===== src/rtl/ft_pipe_ctrl.sv =====
// Pipeline stall/flush controller with a fence sequencer.
// A fence drains the pipe for DRAIN_CYCLES unstalled cycles, then flushes.
module ft_pipe_ctrl #(
    parameter int unsigned DRAIN_CYCLES = 3
) (
    input  logic       clk,
    input  logic       cpurst,
    input  logic       de_stall,
    input  logic       exe_stall,
    input  logic       memacc_stall,
    input  logic       fet_flush_req,
    input  logic       branch_predict_err,
    input  logic       mem2wb_exp_ffout,
    input  logic       fence_req,
    output logic       stall,
    output logic       fet_flush,
    output logic       fence_stall,
    output logic       pc_hold,
    output logic       fence_done,
    output logic       flush_pend,
    output logic [7:0] flush_cnt
);

    localparam int unsigned CNT_W = 3;
    localparam int unsigned FC_W  = 8;
    localparam logic [CNT_W-1:0] DRAIN_LAST = CNT_W'(DRAIN_CYCLES - 1);
    localparam logic [FC_W-1:0]  FC_MAX     = '1;

    typedef enum logic [1:0] {
        ST_IDLE,
        ST_DRAIN,
        ST_FLUSH,
        ST_DONE
    } state_t;

    state_t           r_state;
    state_t           w_state_nxt;
    logic [CNT_W-1:0] r_drain_cnt;
    logic [CNT_W-1:0] w_drain_nxt;
    logic             r_flush_pend;
    logic [FC_W-1:0]  r_flush_cnt;
    logic             w_flush_src;
    logic             w_fsm_flush;

    assign stall       = de_stall | exe_stall | memacc_stall;
    assign w_flush_src = fet_flush_req | branch_predict_err | mem2wb_exp_ffout;
    // Any number of pending/coincident requests collapse into one strobe.
    assign fet_flush   = (w_flush_src | r_flush_pend | w_fsm_flush) & ~stall;
    assign flush_pend  = r_flush_pend;
    assign flush_cnt   = r_flush_cnt;

    // Fence state register
    always_ff @(posedge clk) begin
        if (cpurst) begin
            r_state     <= ST_IDLE;
            r_drain_cnt <= '0;
        end else begin
            r_state     <= w_state_nxt;
            r_drain_cnt <= w_drain_nxt;
        end
    end

    // Fence next-state and decoded outputs; a writeback exception aborts the fence
    always_comb begin
        w_state_nxt = r_state;
        w_drain_nxt = r_drain_cnt;
        w_fsm_flush = 1'b0;
        fence_stall = 1'b0;
        pc_hold     = 1'b0;
        fence_done  = 1'b0;
        case (r_state)
            ST_IDLE: begin
                if (fence_req) begin
                    w_state_nxt = ST_DRAIN;
                    w_drain_nxt = '0;
                end
            end
            ST_DRAIN: begin
                fence_stall = 1'b1;
                pc_hold     = 1'b1;
                if (mem2wb_exp_ffout) begin
                    w_state_nxt = ST_IDLE;
                end else if (!stall) begin
                    if (r_drain_cnt == DRAIN_LAST) begin
                        w_state_nxt = ST_FLUSH;
                    end else begin
                        w_drain_nxt = r_drain_cnt + CNT_W'(1);
                    end
                end
            end
            ST_FLUSH: begin
                w_fsm_flush = 1'b1;
                fence_stall = 1'b1;
                pc_hold     = 1'b1;
                if (mem2wb_exp_ffout) begin
                    w_state_nxt = ST_IDLE;
                end else if (fet_flush) begin
                    w_state_nxt = ST_DONE;
                end
            end
            ST_DONE: begin
                fence_done  = 1'b1;
                w_state_nxt = ST_IDLE;
            end
            default: begin
                w_state_nxt = ST_IDLE;
            end
        endcase
    end

    // Pending-flush latch and saturating strobe counter
    always_ff @(posedge clk) begin
        if (cpurst) begin
            r_flush_pend <= 1'b0;
            r_flush_cnt  <= '0;
        end else begin
            if (fet_flush) begin
                r_flush_pend <= 1'b0;
            end else if (w_flush_src && stall) begin
                r_flush_pend <= 1'b1;
            end
            if (fet_flush && (r_flush_cnt != FC_MAX)) begin
                r_flush_cnt <= r_flush_cnt + FC_W'(1);
            end
        end
    end

endmodule


===== config.mk =====
export PLATFORM = sky130hd
export DESIGN_NAME = ft_pipe_ctrl
export DESIGN_NICKNAME = d
export VERILOG_FILES = /design/src/rtl/ft_pipe_ctrl.sv
export SDC_FILE = /design/constraint.sdc
export NUM_CORES = 1
export LEC_CHECK = 0
export CAP_MARGIN = 0
export CELL_PAD_IN_SITES_DETAIL_PLACEMENT = 1
export CELL_PAD_IN_SITES_GLOBAL_PLACEMENT = 1
export CORE_MARGIN = 1
export CORE_UTILIZATION = 34
export DETAILED_ROUTE_END_ITERATION = 16
export GPL_ROUTABILITY_DRIVEN = 0
export PLACE_DENSITY_LB_ADDON = 0.1
export REMOVE_ABC_BUFFERS = 1
export SETUP_SLACK_MARGIN = 0.2
export SLEW_MARGIN = 10
export SYNTH_ARGS = -nofsm -noshare
export SYNTH_HDL_FRONTEND = slang
export SYNTH_SLANG_ARGS = --single-unit
export TNS_END_PERCENT = 20

===== constraint.sdc =====
create_clock -name clk -period 2.7 [get_ports clk]
set_clock_uncertainty 0.2 [all_clocks]
set_input_delay 0.405 -clock clk [delete_from_list [all_inputs] [get_ports clk]]
set_output_delay 0.405 -clock clk [all_outputs]
set_load 0.01 [all_outputs]

==> results <==
==> per-stage QoR <==
stage	setup WS [ns]	hold slack (ns)
2_1_floorplan	0.656	0.246
3_3_place_gp	-0.00865	0.267
3_5_place_dp	0.00170	0.281
4_1_cts	0.220	0.295
5_1_grt	0.214	0.326
6_report	0.256	0.292
==> routing by layer <==
layer | wire, um | global-route usage
met1 | 1080 | 0.248
met2 | 1070 | 0.308
met3 | 67 | 0.0673
met4 | 34 | 0.0631
met5 | 0 | 0
==> cells by family after synthesis <==
| family | after synthesis | share of synthesized area |
|---|---|---|
| multiplexers | 2 | 0.0249 |
| flip-flops | 14 | 0.328 |
| AO/OA/AOI/OAI | 26 | 0.191 |
| adder cells (fa/ha/maj) | 8 | 0.117 |
| AND/OR/NAND/NOR | 39 | 0.271 |
| buffers and inverters | 14 | 0.0674 |
==> what timing repair did <==
action,CTS,global route
resized for setup,3,0
setup endpoints to repair,1,1
cloned,0,0
pin swaps,2,1
==> path summary, 6_finish.rpt <==
check / startpoint / end / slack, ns
setup / recovery: fet_flush_req / fet_flush / 0.26
hold reg to reg: r_drain_cnt[2]$_SDFFE_PP0P_ / r_drain_cnt[2]$_SDFFE_PP0P_ / 0.29
hold / removal: r_drain_cnt[2]$_SDFFE_PP0P_ / r_drain_cnt[2]$_SDFFE_PP0P_ / 0.29
setup reg to reg: r_state[1]$_SDFFE_PP0P_ / r_drain_cnt[1]$_SDFFE_PP0P_ / 0.50
==> cell type report <==
class | count | area (um2)
repair buffers | 25 | 241
flip-flops and latches | 14 | 280
fillers | 292 | 1140
multi-input cells | 75 | 527
well taps | 28 | 35.0
clock buffers | 4 | 36.3
inverters | 10 | 37.5
==> layout by cell type, fill, tap and decap left out, types with 2 or more instances in the layout <==
cell             netlist  final
or3_1                  3      3
clkbuf_4               0      3
dfxtp_1               14     14
buf_4                  1      3
nand2_1                6      6
nand3_1                2      2
o21ai_0                5      5
ha_1                   8      8
inv_1                  9      9
o31ai_1                6      6
clkdlybuf4s50_1        0     21
a21oi_1               10     10
or4_1                  5      4
nor2b_1                2      2
or4b_1                 2      2
nor2_1                 9      9
nand4_1                2      2
==> Yosys cell counts, types with 2 or more instances <==
library cell / number / area, um2
dfxtp_1: 14 / 280
a21oi_1: 10 / 50.1
inv_1: 9 / 33.8
nor2_1: 9 / 33.8
ha_1: 8 / 100
nand2_1: 6 / 22.5
o31ai_1: 6 / 45.0
o21ai_0: 5 / 25.0
or4_1: 5 / 37.5
or3_1: 3 / 18.8
clkbuf_1: 2 / 7.51
nand3_1: 2 / 10.0
nand4_1: 2 / 12.5
nor2b_1: 2 / 12.5
or4b_1: 2 / 20.0
==> sequential cells by signal, indices dropped and copies added (netlist names) <==
name / flops
r_state: 2
flush_pend: 1
r_drain_cnt: 3
flush_cnt: 8
==> worst max-delay path, delay by kind of cell <==
family	cells	cell delay, ns
compound gates	1	0.15
simple gates	1	0.53
buf+inv	3	0.75
==> power by group through the flow <==
stage	Clock [mW]	Sequential [mW]	Combinational (mW)
global placement	0	0.229	0.153
finish	0.156	0.224	0.160
global route	0.175	0.226	0.177
floorplan	0	0.228	0.0908
CTS	0.160	0.224	0.161
detailed placement	0	0.229	0.159
==> summary.md <==
| Metric | Value |
|---|---|
| Category of the worst setup path launch point | `input pin` |
| Number of global-route vias before repair | `849` |
| Height of the die | `52.1 um` |
| Worst endpoint data arrival time | `1.84 ns` |
| Antenna cell count | `0` |
| Bufs on Longest Clock Path | `2` |
| Largest voltage drop on the vdd net | `between 0.3 and 0.4 mV` |
| Pin count of the biggest net entering global routing | `17` |
| Max Clk Rate | `409 MHz` |
| Number of buffers created by CTS | `3` |
| Total core area | `approximately 0.0023 mm2` |
| Sequential share of power | `0.415` |
| Final period utilization | `0.905` |
| Average footprint of a synthesized cell | `8.28 um2` |
| CP Max Fanout | `2` |
| Setup repair after global routing missed its margin | `no` |
| Fraction of layout cells with a size suffix above 1 | `0.117` |
| Full die area | `0.00271 mm2` |
| Setup crit end kind | `output port` |
| Slowest library cell on the worst path | `or4_4` |
| Post-synthesis to final-layout area growth | `35.6%` |
| Number of library cell types mapped by synthesis | `33` |
| Post-cts hold buffer count | `0` |
| Share of the yosys chip area belonging to registers | `0.328` |
| Cell at the root of the clock tree | `clkbuf_4` |
| Number of placed I/O pins | `23` |
| Wire length after detailed routing | `~2200 um` |
| Max-cap viol count | `0` |
| Worst slew margin | `0.683` |
| Final HPWL from detailed placement | `1760 um` |
| Clock Latency Late Sink | `0.28 ns` |
| Setup Total Neg Slack | `0 ns` |
| Commonest register cell after synthesis | `dfxtp_1` |
| Number of flops mapped to enable cells by yosys | `0` |
| Yosys warning count | `0` |
| Total placed cells including tap cells | `152` |
| Tmin final | `2.44 ns` |
| Final core occ | `0.504` |
| Hold path depth | `2` |
| Final Instance Area | `0.00116 mm2` |
| Transition time of the tightest slew-check pin | `about 0.47 ns` |
| Post-CTS setup buffers | `0` |
| Length in cells of the worst reg-to-reg path | `6` |
| Routed length per instance | `14.4 um` |
| Number of setup violations in the final report | `0` |
| Effective utilization at floorplan | `0.371` |
| Number of DRC violations after detailed-routing iteration 0 | `2` |
| Class of the most critical hold timing path | `reg -> reg` |
| Global-route wire length before repair | `3870 um` |
| Number of placement rows | `17` |
| Remaining antenna violation count after routing | `0` |
| Fraction of power spent switching nets | `0.308` |
| Share of async-settable or async-resettable flops after synthesis | `0` |
| Worst setup path class | `in -> out` |
| Global-route usage over all layers | `0.196` |
| Critical path's largest stage delay | `0.53 ns` |
| Required time at the worst-slack endpoint | `2.10 ns` |
| DRT Pass-1 Iters | `4` |
| Instance area at placement | `0.00111 mm2` |
| Pins Over Slew Limit | `0` |
| Number of antenna violations at the first check in global routing | `0` |
| Comb pwr share | `0.296` |
| Clock-pin transition on the worst setup and hold timing paths | `roughly 0.090 ns` |
| Mapped cell area | `853 um2` |
| Pwr/cell area | `466 mW/mm2` |
| H-tree depth | `1` |
| Via density | `about 5.4` |
| Chip width | `~52 um` |
| Share of total power in the clock network | `0.289` |
| Number of non-filler instances in the completed layout | `around 160` |
| Nets | `146` |
| Int Power | `0.373 mW` |
| Drt drc | `0` |
| Global-route congestion overflow total | `0` |
| Clock tree from TritonCTS | `built` |
| Vias post-DR | `840` |
| Sinks on the clock net | `14` |
| LEAKAGE | `0.429 nW` |
| Total count of hold-check failures in the final report | `0` |
| Status | `finished clean` |
| Switching component of the power | `0.166 mW` |
| Seq cells post-synth | `14` |
| Total power | `0.540 mW` |
| Number of standard cells after synthesis | `103` |
| Cells traversed along the worst timing path | `clkdlybuf4s50_1, or4_4, o21ai_4, inv_1, dlygate4sd2_1` |
| Port buffer count | `22` |
Power figures use the tool's default switching activity.
==> variant 1 (same flow settings) <==
Make the reset (`cpurst`) asynchronous in 2 clocked blocks.
--- a/src/rtl/ft_pipe_ctrl.sv
+++ b/src/rtl/ft_pipe_ctrl.sv
@@ -51,5 +51,5 @@
 
     // Fence state register
-    always_ff @(posedge clk) begin
+    always_ff @(posedge clk or posedge cpurst) begin
         if (cpurst) begin
             r_state     <= ST_IDLE;
@@ -110,5 +110,5 @@
 
     // Pending-flush latch and saturating strobe counter
-    always_ff @(posedge clk) begin
+    always_ff @(posedge clk or posedge cpurst) begin
         if (cpurst) begin
             r_flush_pend <= 1'b0;
Check against the original RTL: differs if cpurst is asserted again (counterexample within 4 cycles, from zero or initial values and one cycle with cpurst high); with cpurst held inactive, the same outputs for 10 cycles.
==> variant 1 against the original RTL <==
  * Setup slack better by 0.16 ns
  * Global-route usage fell by 2.4 points
  * Wire length fell by 14%
  * Count of clock-buffer cells in the layout is the same
  * Synthesized cell count is 19% lower
  * Final area is 1.9% higher
  * Area after synthesis rose by 0.88%
  * Sequential cell count did not move
  * Largest cell class unchanged
Power is not compared: it rests on default switching activity, and its combinational part moved more than twofold at a synthesized area within 25%.
==> variant 1: results (changes against the original RTL) <==
- Vias in the first global route: 717 (-16%)
- CTS buffer count: 3 (unchanged)
- Post-Synth Adder-Cell Area: 0.116 (-0.00102)
- Crit-path slowest cell: clkdlybuf4s50_1
- First-pass GRT wire length: 3.35 mm (-14%)
- H-tree levels: 1 (unchanged)
- Met3 GRT Util: 0.0522 (-0.0151)
- Register area share after synthesis: 0.407 (+0.0785)
- Multiplexer share of the synthesized area: 0.0741 (+0.0492)
- Setup TNS Final: 0 ns (unchanged)
- Xor and xnor area share after synthesis: 0.0509 (+0.0509)
- Slew headroom: 0.658 (-0.0255)
- Non-filler instance count after layout: 140 (-10%)
- CP Data Arrival Time: 1.67 ns (-0.17 ns)
- DR WL/cell: 13.7 um (-4.6%)
- Final number of setup-violating endpoints: 0 (unchanged)
- DP HPWL: 1.55 mm (-12%)
- Fillers: 260 (-11%)
- Detailed Routing Iterations Pass 1: 4 (unchanged)
- Synth Area in Compound Gates: 0.0974 (-0.0932)
- Largest net degree at the start of global routing: 15 (-2)
- Initial antenna violation count: 0 (unchanged)
- Hold Crit Class: input port to async pin
- I/O Buffers: 22 (unchanged)
- GR Util met2: 0.285 (-0.0229)
- Worst slack, placed: 0.176 ns (+0.174 ns)
- Synth cell types: 29 (-12%)
- Ys async rst share: 1.00 (+1.00)
- Top cells by count, synth: dfrtp_1 (14), inv_1 (9), ha_1 (8)
- GRT met1 Usage: 0.218 (-0.0304)
- Nets: 130 (-11%)
- Starting DRT DRC Count: 6 (+4)
- GRT Util Overall: 0.172 (-0.0239)
- Static Leakage: 0.538 nW
- Vias per inst: 4.94 (-8.3%)
- Layout cell share with drive strength beyond 1: 0.143 (+0.0257)
- Ranking of synthesized cells by area: dfrtp_1 (41%), ha_1 (12%), xor2_1 (5.1%)
- Synth area leader: dfrtp_1
- Outcome: finished clean
- Syn Inst Count: 83 (-19%)
- Max incr delay on CP: 0.43 ns (-0.10 ns)
-- variant 1: changes by cell type after synthesis, sizes merged, moves of 6 or more --
cell	change
a21oi	-9
dfrtp	+14
dfxtp	-14
o31ai	-6
-- variant 1: what timing repair did --
item,CTS,global route
setup endpoints to repair,1,0
gates resized for setup,2,0
hold endpoints to repair,0,0
-- variant 1: cells by family (layout without fill, tap and decap cells) --
family / count (synthesis) / count (layout)
buffers and inverters: 11 / 40
xor gates and xnor gates: 5 / 5
DFF: 14 / 14
AOI/OAI and AO/OA: 11 / 11
and+or+nand+nor: 28 / 28
muxes: 6 / 6
adders and majority gates: 8 / 8
-- variant 1: power groups by stage --
| stage | registers, mW | clock network (mW) | logic (mW) |
|---|---|---|---|
| after CTS | 0.369 | 0.156 | 0.491 |
| after global placement | 0.367 | 0 | 0.474 |
| after detailed placement | 0.369 | 0 | 0.489 |
| after global routing | 0.384 | 0.168 | 0.543 |
| final | 0.365 | 0.149 | 0.481 |
| after floorplan | 0.366 | 0 | 0.262 |
-- variant 1: per-layer routing --
layer	part of all wire	wire, um	vias to the layer above
li1	-	-	347
met1	0.45	857	333
met2	0.51	983	9
met3	0.035	68	2
met4	0.0062	12	0
met5	0	0	-
-- variant 1: critical path: cells and delay by family --
| kind | cells | cell delay, ns |
|---|---|---|
| buffers and inverters | 4 | 0.89 |
| AND/OR/NAND/NOR | 1 | 0.26 |
| AO/OA/AOI/OAI | 1 | 0.12 |
-- variant 1: final cells by class --
class,instances,area share
inverters,10,0.0318
flip-flops and latches,14,0.297
multi-input cells,58,0.400
clock buffers,4,0.0308
repair buffers,26,0.211
well taps,28,0.0297
-- variant 1: metrics by stage --
step,instance area (sq um),utilization,power (mW),hold WS (ns)
floorplan,853,-,0.629,0.0942
global placement,1140,0.496,0.841,0.277
detailed placement,1140,0.496,0.858,0.295
CTS,1180,0.514,1.02,0.271
global route,1180,0.514,1.10,0.293
finish,1180,0.514,0.995,0.250
-- variant 1: worst paths after layout --
check                               endpoint              from  slack (ns)  depth (start not counted)
worst min register to register  flush_cnt[5]      flush_cnt[5]        0.30                          1
worst max-delay path               fet_flush  mem2wb_exp_ffout        0.42                          6
max in group asynchronous       flush_cnt[7]            cpurst        1.70                          2
min in group clk                flush_cnt[5]      flush_cnt[5]        0.30                          1
worst max register to register  flush_cnt[6]        r_state[0]        0.61                          7
worst min-delay path            flush_cnt[2]            cpurst        0.25                          2
==> variant 2 (config.mk and constraints unchanged) <==
Made on the original files. Register the output `flush_cnt` once more; this adds one clock of latency there. The other outputs are not delayed to match.
--- a/src/rtl/ft_pipe_ctrl.sv
+++ b/src/rtl/ft_pipe_ctrl.sv
@@ -48,5 +48,7 @@
     assign fet_flush   = (w_flush_src | r_flush_pend | w_fsm_flush) & ~stall;
     assign flush_pend  = r_flush_pend;
-    assign flush_cnt   = r_flush_cnt;
+    always_ff @(posedge clk) begin
+        flush_cnt <= r_flush_cnt;
+    end
 
     // Fence state register
Behaviour: not the same (Yosys sat finds a counterexample within 4 cycles, from zero or initial values and one cycle with cpurst high).
==> variant 2 against the original RTL <==
  * Sequential share of layout area rose by 9.2 points
  * Wire length increased by 3.6%
  * Clock power up 15%
  * Sequential cell count up 8
  * Setup slack worse by 0.0064 ns
  * Largest cell class unchanged
  * Area after synthesis up 17%
  * Total power is 26% higher
  * Final area rose by 14%
==> variant 2: results (changes against the original RTL) <==
- DR WL/cell: 13.8 um (-4.4%)
- First-pass GRT wire length: 4.02 mm (+3.7%)
- Clock slew at reported path FFs: 0.11 ns (+0.02 ns)
- Reg2Reg Depth: 6 (unchanged)
- Initial antenna violation count: 0 (unchanged)
- Top Registers: flush_cnt x8, r_flush_cnt x8, r_drain_cnt x3
- Ys async rst share: 0 (unchanged)
- Vias in the first global route: 937 (+10%)
- Detailed Routing Iterations Pass 1: 2 (-2)
- Layout cell share with drive strength beyond 1: 0.116 (-0.00125)
- Worst skew pair latency: 0.31 ns (+0.03 ns)
- Placed cells: 165 (+8.6%)
- DP HPWL: 1.82 mm (+3.7%)
- Clock root buffer: clkbuf_4
- Starting DRT DRC Count: 16 (+14)
- CP Data Arrival Time: 1.84 ns (about the same)
- Worst Hold Depth: 0 (-2)
- Top cells by count, synth: dfxtp_1 (22), nor2_1 (14), a21oi_1 (9)
- Ys Warns: 0 (unchanged)
- CP Max Fanout: 2 (unchanged)
- Outcome: finished clean
- Max incr delay on CP: 0.54 ns
- Register area share after synthesis: 0.441 (+0.113)
- Synth cell types: 32 (-3.0%)
- Sw Ratio: 0.277 (-0.0317)
- Crit-path slowest cell: or4_4
- Post-Place Cell Area: 1270 sq um (+14%)
- I/O Buffers: 22 (unchanged)
- ANT cells: 0 (unchanged)
- Postcts setup bufs: 0 (unchanged)
- Fillers: 336 (+15%)
- Least-Margin Pin Slew: 0.596 ns (+0.122 ns)
- Hold Crit Class: flop to flop
- Fin area: 1320 sq um (+14%)
- Nets: 156 (+6.8%)
- Ranking of synthesized cells by area: dfxtp_1 (44%), ha_1 (10%), nor2_1 (5.3%)
- CTS buffer count: 3 (unchanged)
- Largest net degree at the start of global routing: 13 (-4)
- Peak VDD IR: 310 uV (-17%)
- DR vias: 898 (+6.9%)
- WL final: 2.33 mm (+3.6%)
- Syn Inst Count: 112 (+8.7%)
- H-tree levels: 1 (unchanged)
- Clock Path Buffers: 2 (unchanged)
- GRT Util Overall: 0.162 (-0.0339)
- Static Leakage: 0.504 nW (+17%)
-- variant 2: cell types whose count changed after synthesis, moves of 2 or more --
cell	delta
or4_1	-3
inv_1	-2
o31ai_1	-4
nor2_1	+5
nor2b_1	+2
nor3_1	+5
dfxtp_1	+8
-- variant 2: routing by layer --
metal / part of all wire / vias to the layer above / GRT usage
li1: - / 441 / -
met2: 0.51 / 19 / 0.298
met4: 0.021 / 0 / 0.0836
met5: 0 / - / 0
met1: 0.43 / 433 / 0.181
met3: 0.035 / 5 / 0.0209
-- variant 2: cells by family after synthesis --
| group | after synthesis | synth area share |
|---|---|---|
| AOI/OAI and AO/OA | 23 | 0.142 |
| and+or+nand+nor | 43 | 0.231 |
| adders and majority gates | 8 | 0.100 |
| buffers and inverters | 13 | 0.0539 |
| DFF | 22 | 0.441 |
| muxes | 3 | 0.0326 |
-- variant 2: path summary, 6_finish.rpt --
kind	from	endpoint	slack, ns
hold reg to reg	r_flush_cnt[6]	flush_cnt[6]	0.18
setup / recovery	fet_flush_req	fet_flush	0.25
setup reg to reg	r_state[1]	r_drain_cnt[1]	0.53
hold / removal	r_flush_cnt[6]	flush_cnt[6]	0.18
-- variant 2: through the flow --
step | worst slack, ns | setup TNS [ns]
after floorplan | 0.601 | 0
after global placement | -0.0775 | -0.0775
after detailed placement | -0.0886 | -0.0886
after CTS | 0.219 | 0
after global routing | 0.205 | 0
final | 0.250 | 0
-- variant 2: timing repair --
item / CTS / global route
endpoints found under the setup margin: 1 / 1
pin swaps: 2 / 1
resized for setup: 4 / 0
-- variant 2: power groups by stage --
stage               Clock, mW  Combinational [mW]  Sequential, mW
finish                  0.180               0.159           0.343
global route            0.200               0.180           0.345
CTS                     0.188               0.164           0.344
detailed placement          0               0.162           0.351
global placement            0               0.155           0.350
floorplan                   0              0.0900           0.350
-- variant 2: worst max-delay path: cells and delay by family --
kind,cells,cell delay [ns]
buffers and inverters,3,0.73
and+or+nand+nor,1,0.54
AOI/OAI and AO/OA,1,0.18
-- variant 2: layout make-up --
cell class,count,share of cell area
clock buffer,4,0.0275
tap,31,0.0294
inverter,9,0.0256
multi-input combinational,77,0.394
sequential,22,0.334
timing repair buffer,26,0.189
